[src/rtl/bin2bcd_pkg.sv]
// bin2bcd_pkg: shared digit constants and FSM state type for the sequential binary-to-BCD converter
package bin2bcd_pkg;
   localparam int DIG_W = 4;
   localparam logic [DIG_W-1:0] ADD_THR = 4'd5;
   localparam logic [DIG_W-1:0] ADD_OFF = 4'd3;
   typedef enum logic {IDLE, SHIFT} state_e;
endpackage

[src/rtl/bin2bcd_seq_adj.sv]
// bcd_digit_adj: combinational double-dabble step, adds 3 to a BCD digit of 5 or more
module bcd_digit_adj
   import bin2bcd_pkg::*;
(
   input  logic [DIG_W-1:0] din,
   output logic [DIG_W-1:0] dout
);
   always_comb dout = (din >= ADD_THR) ? din + ADD_OFF : din;
endmodule

[src/rtl/bin2bcd_seq.sv]
// bin2bcd_seq: sequential shift-and-add-3 binary-to-BCD converter, W cycles per conversion
module bin2bcd_seq
   import bin2bcd_pkg::*;
#(
   parameter int W = 8,
   parameter int D = 3
)(
   input  logic               clk,
   input  logic               rst_n,
   input  logic               start,
   input  logic [W-1:0]       bin,
   output logic               busy,
   output logic               done,
   output logic [DIG_W*D-1:0] bcd,
   output logic [D-1:0]       blank,
   output logic               overflow
);
   localparam int CW = $clog2(W + 1);
   localparam logic [DIG_W*D-1:0] ALL9 = {D{4'h9}};
   localparam logic [D-1:0] BLANK_RST = ~D'(1);

   if (W < 1 || D < 1) begin : g_bad_param
      $error("bin2bcd_seq: W and D must both be >= 1");
   end

   state_e             state_q, state_d;
   logic [W-1:0]       bin_q, bin_d;
   logic [DIG_W*D-1:0] sh_q, sh_d, adj;
   logic               acc_q, acc_d;
   logic [CW-1:0]      cnt_q, cnt_d;
   logic [DIG_W*D-1:0] bcd_q, bcd_d;
   logic [D-1:0]       blank_q, blank_d;
   logic               ovf_q, ovf_d;
   logic               done_q, done_d;
   logic               z;

   for (genvar g = 0; g < D; g++) begin : g_adj
      bcd_digit_adj u_adj (.din(sh_q[DIG_W*g +: DIG_W]), .dout(adj[DIG_W*g +: DIG_W]));
   end

   always_comb begin
      state_d = state_q;
      bin_d   = bin_q;
      sh_d    = sh_q;
      acc_d   = acc_q;
      cnt_d   = cnt_q;
      bcd_d   = bcd_q;
      blank_d = blank_q;
      ovf_d   = ovf_q;
      done_d  = 1'b0;
      z       = 1'b1;
      if (state_q == IDLE) begin
         if (start) begin
            state_d = SHIFT;
            bin_d   = bin;
            sh_d    = '0;
            acc_d   = 1'b0;
            cnt_d   = '0;
         end
      end else begin
         // a 1 leaving the top digit means the value cannot fit in D digits
         sh_d  = {adj[DIG_W*D-2:0], bin_q[W-1]};
         bin_d = bin_q << 1;
         acc_d = acc_q | adj[DIG_W*D-1];
         cnt_d = cnt_q + 1'b1;
         if (cnt_q == CW'(W - 1)) begin
            state_d = IDLE;
            done_d  = 1'b1;
            ovf_d   = acc_d;
            bcd_d   = acc_d ? ALL9 : sh_d;
            for (int i = D - 1; i >= 1; i--) begin
               z          = z & (bcd_d[DIG_W*i +: DIG_W] == '0);
               blank_d[i] = z;
            end
            blank_d[0] = 1'b0;
         end
      end
   end

   always_ff @(posedge clk or negedge rst_n) begin
      if (!rst_n) begin
         state_q <= IDLE;
         bin_q   <= '0;
         sh_q    <= '0;
         acc_q   <= 1'b0;
         cnt_q   <= '0;
         bcd_q   <= '0;
         blank_q <= BLANK_RST;
         ovf_q   <= 1'b0;
         done_q  <= 1'b0;
      end else begin
         state_q <= state_d;
         bin_q   <= bin_d;
         sh_q    <= sh_d;
         acc_q   <= acc_d;
         cnt_q   <= cnt_d;
         bcd_q   <= bcd_d;
         blank_q <= blank_d;
         ovf_q   <= ovf_d;
         done_q  <= done_d;
      end
   end

   assign busy     = (state_q == SHIFT);
   assign done     = done_q;
   assign bcd      = bcd_q;
   assign blank    = blank_q;
   assign overflow = ovf_q;
endmodule

[config.mk]
export PLATFORM = sky130hd
export DESIGN_NAME = bin2bcd_seq
export DESIGN_NICKNAME = d
export VERILOG_FILES = /design/src/rtl/bin2bcd_pkg.sv /design/src/rtl/bin2bcd_seq_adj.sv /design/src/rtl/bin2bcd_seq.sv
export SDC_FILE = /design/constraint.sdc
export NUM_CORES = 1
export LEC_CHECK = 0
export CORE_ASPECT_RATIO = 1.2
export CORE_MARGIN = 2
export CORE_UTILIZATION = 40
export DETAILED_ROUTE_END_ITERATION = 8
export DONT_BUFFER_PORTS = 1
export SLEW_MARGIN = 20
export SYNTH_ARGS = -nofsm -noshare
export SYNTH_HDL_FRONTEND = slang
export SYNTH_SLANG_ARGS = --single-unit
[constraint.sdc]
create_clock -name clk -period 4.4 [get_ports clk]
set_clock_uncertainty 0.05 [all_clocks]
set_input_delay 1.32 -clock clk [delete_from_list [all_inputs] [get_ports clk]]
set_output_delay 1.32 -clock clk [all_outputs]
set_load 0.1 [all_outputs]
==> impl_metrics.env, run 1 <==
export IMPL_final_common_cell="dfrtp_1"
export IMPL_postSynthAreaPerCell_um2=10.3
export IMPL_final_max_slew_viol_count=0
export IMPL_final_hold_viol_count=0
export IMPL_finalCritPeriodShare_pct=59.4
export IMPL_vias_per_cell=5.32
export IMPL_diodes=0
export IMPL_num_rows=28
export IMPL_yosys_area_share_simple_pct=15.7
export IMPL_overflow=0
export IMPL_cts_tree="built"
export IMPL_drt_iter0_drc=54
export IMPL_grt_busiest_layer="met2"
export IMPL_synth_area_um2=2040
export IMPL_antenna_found_initial=0
export IMPL_synth_mux_area_share_pct=7.84
export IMPL_floorplan_initialDensity_pct=41.4
export IMPL_postCtsSetupRepairBufs=0
export IMPL_portBuffers=0
export IMPL_synth_flop_cell="dfrtp_1"
export IMPL_grt_pass1_vias=1407
export IMPL_dp_cells=251
export IMPL_yosysSeqAreaShare_pct=51.6
export IMPL_root_buffer="clkbuf_8"
export IMPL_hold_depth=2
export IMPL_path_max_fanout=2
export IMPL_drt_pre_antenna_iters=4
export IMPL_grt_first_pass_wirelength_mm=6.58
export IMPL_drv_cap=0
export IMPL_whs_endpoint="bin_q[2]"
export IMPL_grt_util_all_layers_pct=14.8
export IMPL_cts_buffer_depth=2
export IMPL_required_ps=3030
export IMPL_fin_ws_ps=1790
export IMPL_gr_usage_met2_pct=24.4
export IMPL_fillers=493
export IMPL_dieArea_um2=5700
export IMPL_cts_buffers=5
export IMPL_synth_distinct_cells=33
export IMPL_status="completed"
export IMPL_setup_viol=0
export IMPL_worst_skew_pair_late_latency_ps=290
export IMPL_wirelength_mm=3.89
export IMPL_ys_ff_latch=42
export IMPL_crit_type="reg -> out"
export IMPL_rsz0062_at_grt="no"
export IMPL_cts_num_sinks=42
export IMPL_area_growth_pct=7.65
export IMPL_layout_nets=216
export IMPL_drive_gt1_share_pct=10.1
export IMPL_vias=1377
export IMPL_whs_ps=443
export IMPL_synth_top_family_by_area="simple AND/OR/NAND/NOR gates"
export IMPL_reg2regPathDepth=3
export IMPL_drc_errors=0
export IMPL_end_kind="output pin"
export IMPL_setup_tns_ps=0
export IMPL_crit_arrival_ps=1240
export IMPL_fmax_mhz=382
export IMPL_worstHoldStart="bin_q[1]"
export IMPL_fin_cells=259
export IMPL_gp_congestion=0.841
export IMPL_io_pins=29
export IMPL_ff2ff_setup_slack_ps=1990
export IMPL_clk_pin_slew_worst_paths_ps=80
export IMPL_regArea_um2=1050
export IMPL_async_reset_ff_share_pct=100
export IMPL_ys_warn_count=0
export IMPL_hpwl_mm=2.58
export IMPL_final_cell_mix="dfrtp_1, nand2_1, mux2i_1, nor2_1, o21ai_0"
export IMPL_max_slew_margin_rel_pct=39.2
export IMPL_crit_path_start_kind="flop"
export IMPL_synth_compound_area_share_pct=15.0
export IMPL_r2r_end="bcd[3]"
export IMPL_period_minus_slack_ps=2610
export IMPL_avgRoutedWirePerCell_um=15.0
export IMPL_synth_fa_ha_area_share_pct=4.29
export IMPL_synth_edff_count=0
export IMPL_post_place_ws_ps=1910
export IMPL_netlist_instances=199
export IMPL_grt_max_degree=44
export IMPL_grt_met1_usage_pct=18.1
export IMPL_die_h_um=82.3
export IMPL_multi_input_area_um2=922
export IMPL_core_area_um2=4940
export IMPL_hp_class="reg -> reg"
export IMPL_synth_fp_nets=217
export IMPL_drtAntennaViolNets=0
export IMPL_met3_usage_pct=5.10
export IMPL_synth_xor_area_share_pct=2.14
export IMPL_die_x_um=69.2
export IMPL_r2r_start="busy"
export IMPL_cts_resized=0
export IMPL_worst_slew_pin_slew_ps=912
export IMPL_postCtsHoldBufs=0
export IMPL_htreeDepth=2
[layer usage]
metal | wire length (um) | part of all wire [%]
met1 | 1800 | 46
met2 | 1810 | 46
met3 | 212 | 5.5
met4 | 69 | 1.8
met5 | 0 | 0
[cell usage after synthesis, types with 2 or more instances]
| master | count | area [um^2] |
|---|---|---|
| dfrtp_1 | 40 | 1000 |
| nand2_1 | 25 | 93.8 |
| mux2i_1 | 16 | 160 |
| nor2_1 | 13 | 48.8 |
| o21ai_2 | 5 | 43.8 |
| xnor2_1 | 4 | 35.0 |
| a22o_1 | 7 | 61.3 |
| a21oi_1 | 11 | 55.1 |
| o21ai_0 | 13 | 65.1 |
| nor3b_1 | 6 | 45.0 |
| o31ai_1 | 7 | 52.6 |
| nor3_1 | 2 | 10.0 |
| ha_1 | 7 | 87.6 |
| nand2b_1 | 11 | 68.8 |
| inv_1 | 7 | 26.3 |
| clkbuf_1 | 7 | 26.3 |
| dfstp_2 | 2 | 52.6 |
[area by class of cell]
cell class / instances / area share (%)
flip-flops and latches: 42 / 48.0
multi-input cells: 140 / 41.9
inverters: 8 / 1.37
well taps: 60 / 3.41
repair buffers: 1 / 0.341
clock buffers: 8 / 5.01
[logic make-up after synthesis]
family,Yosys count
compound gates,47
buf+inv,17
other cells,1
xor+xnor,5
flops,42
mux,16
fa+ha+maj,7
simple gates,64
[worst max path at each step]
stage	start	endpoint	slack (ps)	cells past startpoint
final	bcd[1]	bcd[1]	1790	0
after global routing	bcd[1]	bcd[1]	1750	0
after CTS	bcd[1]	bcd[1]	1770	0
after detailed placement	busy	bcd[3]	1910	3
after global placement	busy	bcd[11]	1960	3
after floorplan	bcd[0]	bcd[0]	2130	0
[through the flow]
stage	utilization (%)	instance area, um^2
after floorplan	-	2040
after global placement	42.3	2090
after detailed placement	42.3	2090
after CTS	44.5	2200
after global routing	44.5	2200
final	44.5	2200
[flip-flops by register name, summed over array words and instances (netlist names)]
register,count
overflow,1
sh_q,12
cnt_q,4
done,1
acc_q,1
bin_q,8
blank,2
bcd,12
busy,1
Power of run 1 is left out: the tool's default activity adds up to more than one toggle a clock period on the data nets, which glitch-free logic cannot reach.
==> inputs of run 2 (changes only) <==
- clock period: 4.4 -> 2.25 ns (I/O delays scaled with it)
==> run 2 against run 1 <==
Against the previous run:
- wire length is 8.7% higher
- global-route usage increased by 1.5 points
- sequential share of layout area down 3.2 points
- hold slack worse by 310 ps
- register-to-register slack got worse by 1700 ps
- first-iteration DRC count shrank 3.7%
- non-clock buffer count rose by 19
- setup slack got worse by 1500 ps
- core utilization rose by 3.2 points
- critical path depth is 7 higher
- final cell count is 7.3% higher
- critical path type is now reg -> reg
- largest cell class unchanged
==> impl_metrics.env, run 2 (same netlist as run 1, synthesis figures left out) <==
export IMPL_setup_tns_ps=0
export IMPL_final_max_slew_viol_count=0
export IMPL_die_h_um=82.3
export IMPL_crit_arrival_ps=2170
export IMPL_avgRoutedWirePerCell_um=15.2
export IMPL_area_growth_pct=15.4
export IMPL_cts_resized=0
export IMPL_crit_path_max_incr_delay_ps=560
export IMPL_vias_per_cell=5.26
export IMPL_hpwl_mm=2.80
export IMPL_layout_nets=235
export IMPL_io_pins=29
export IMPL_antenna_found_initial=0
export IMPL_drv_cap=0
export IMPL_diodes=0
export IMPL_root_buffer="clkbuf_8"
export IMPL_finalCritPeriodShare_pct=88.2
export IMPL_gp_congestion=0.862
export IMPL_vias=1462
export IMPL_hp_class="in -> async"
export IMPL_cts_tree="built"
export IMPL_grt_first_pass_wirelength_mm=7.09
export IMPL_period_minus_slack_ps=1980
export IMPL_fillers=480
export IMPL_drive_gt1_share_pct=17.0
export IMPL_drt_iter0_drc=52
export IMPL_cts_buffer_depth=2
export IMPL_wirelength_mm=4.23
export IMPL_worst_slew_pin_slew_ps=629
export IMPL_cts_num_sinks=42
export IMPL_num_rows=28
export IMPL_regArea_um2=1050
export IMPL_dieArea_um2=5700
export IMPL_fmax_mhz=504
export IMPL_crit_type="reg -> reg"
export IMPL_end_kind="flop"
export IMPL_die_x_um=69.2
export IMPL_final_common_cell="dfrtp_1"
export IMPL_drt_pre_antenna_iters=4
export IMPL_grt_max_degree=32
export IMPL_floorplan_initialDensity_pct=41.4
export IMPL_portBuffers=0
export IMPL_postCtsHoldBufs=2
export IMPL_whs_ps=138
export IMPL_overflow=0
export IMPL_htreeDepth=2
export IMPL_multi_input_area_um2=922
export IMPL_drc_errors=0
export IMPL_drtAntennaViolNets=0
export IMPL_final_hold_viol_count=0
export IMPL_clk_pin_slew_worst_paths_ps=80
export IMPL_required_ps=2430
export IMPL_grt_pass1_vias=1440
export IMPL_path_max_fanout=5
export IMPL_setup_viol=0
export IMPL_cts_buffers=5
export IMPL_core_area_um2=4940
export IMPL_rsz0062_at_grt="no"
export IMPL_crit_chain="inv_1 -> ha_1 -> nand2b_2 -> a21oi_2 -> xnor2_1 -> or4_4 -> o21ai_2"
export IMPL_grt_util_all_layers_pct=16.3
export IMPL_max_slew_margin_rel_pct=57.9
export IMPL_final_cell_mix="dfrtp_1, nand2_1, buf_4, mux2i_1"
export IMPL_postCtsSetupRepairBufs=0
export IMPL_status="completed"
export IMPL_crit_path_start_kind="flop"
export IMPL_cpMaxStageDelayCell="or4_4"
export IMPL_worst_skew_pair_late_latency_ps=300
export IMPL_reg2regPathDepth=7
[run 2: worst paths after layout]
check	start	end	slack (ps)
max	sh_q[9]	blank[1]	270
max in group asynchronous	rst_n	sh_q[10]	1010
min in group clk	start	sh_q[4]	400
min reg2reg	bin_q[5]	bin_q[6]	450
max reg2reg	sh_q[9]	blank[1]	270
min	rst_n	bcd[3]	140
[run 2: critical path, delay by kind of cell (launching register included)]
family,cells,cell delay [ps]
flip-flops,1,420
adder cells (fa/ha/maj),1,250
AO/OA/AOI/OAI,2,330
buffers and inverters,1,110
AND/OR/NAND/NOR,2,650
XOR/XNOR,1,120
[run 2: cell type report]
| cell class | instances | share of cell area (%) |
|---|---|---|
| clock buffers | 5 | 2.92 |
| clock inverters | 3 | 1.70 |
| inverters | 8 | 1.27 |
| multi-input cells | 140 | 39.1 |
| flip-flops and latches | 42 | 44.7 |
| well taps | 60 | 3.18 |
| repair buffers | 20 | 7.11 |
[run 2: layer usage]
| layer | part of all wire, % | vias up | track usage [%] |
|---|---|---|---|
| li1 | - | 713 | - |
| met1 | 45 | 706 | 20.0 |
| met2 | 47 | 37 | 26.9 |
| met3 | 5.9 | 6 | 5.46 |
| met4 | 1.7 | 0 | 5.88 |
| met5 | 0 | - | 0 |
[run 2: metrics by stage]
stage,area (um^2),utilization (%),instances,setup slack (ps)
2_1_floorplan,2040,-,199,183
3_3_place_gp,2210,44.7,267,326
3_5_place_dp,2210,44.7,267,293
4_1_cts,2340,47.3,277,268
5_1_grt,2360,47.7,278,112
6_report,2360,47.7,278,265
Power of run 2 is left out for the same reason.
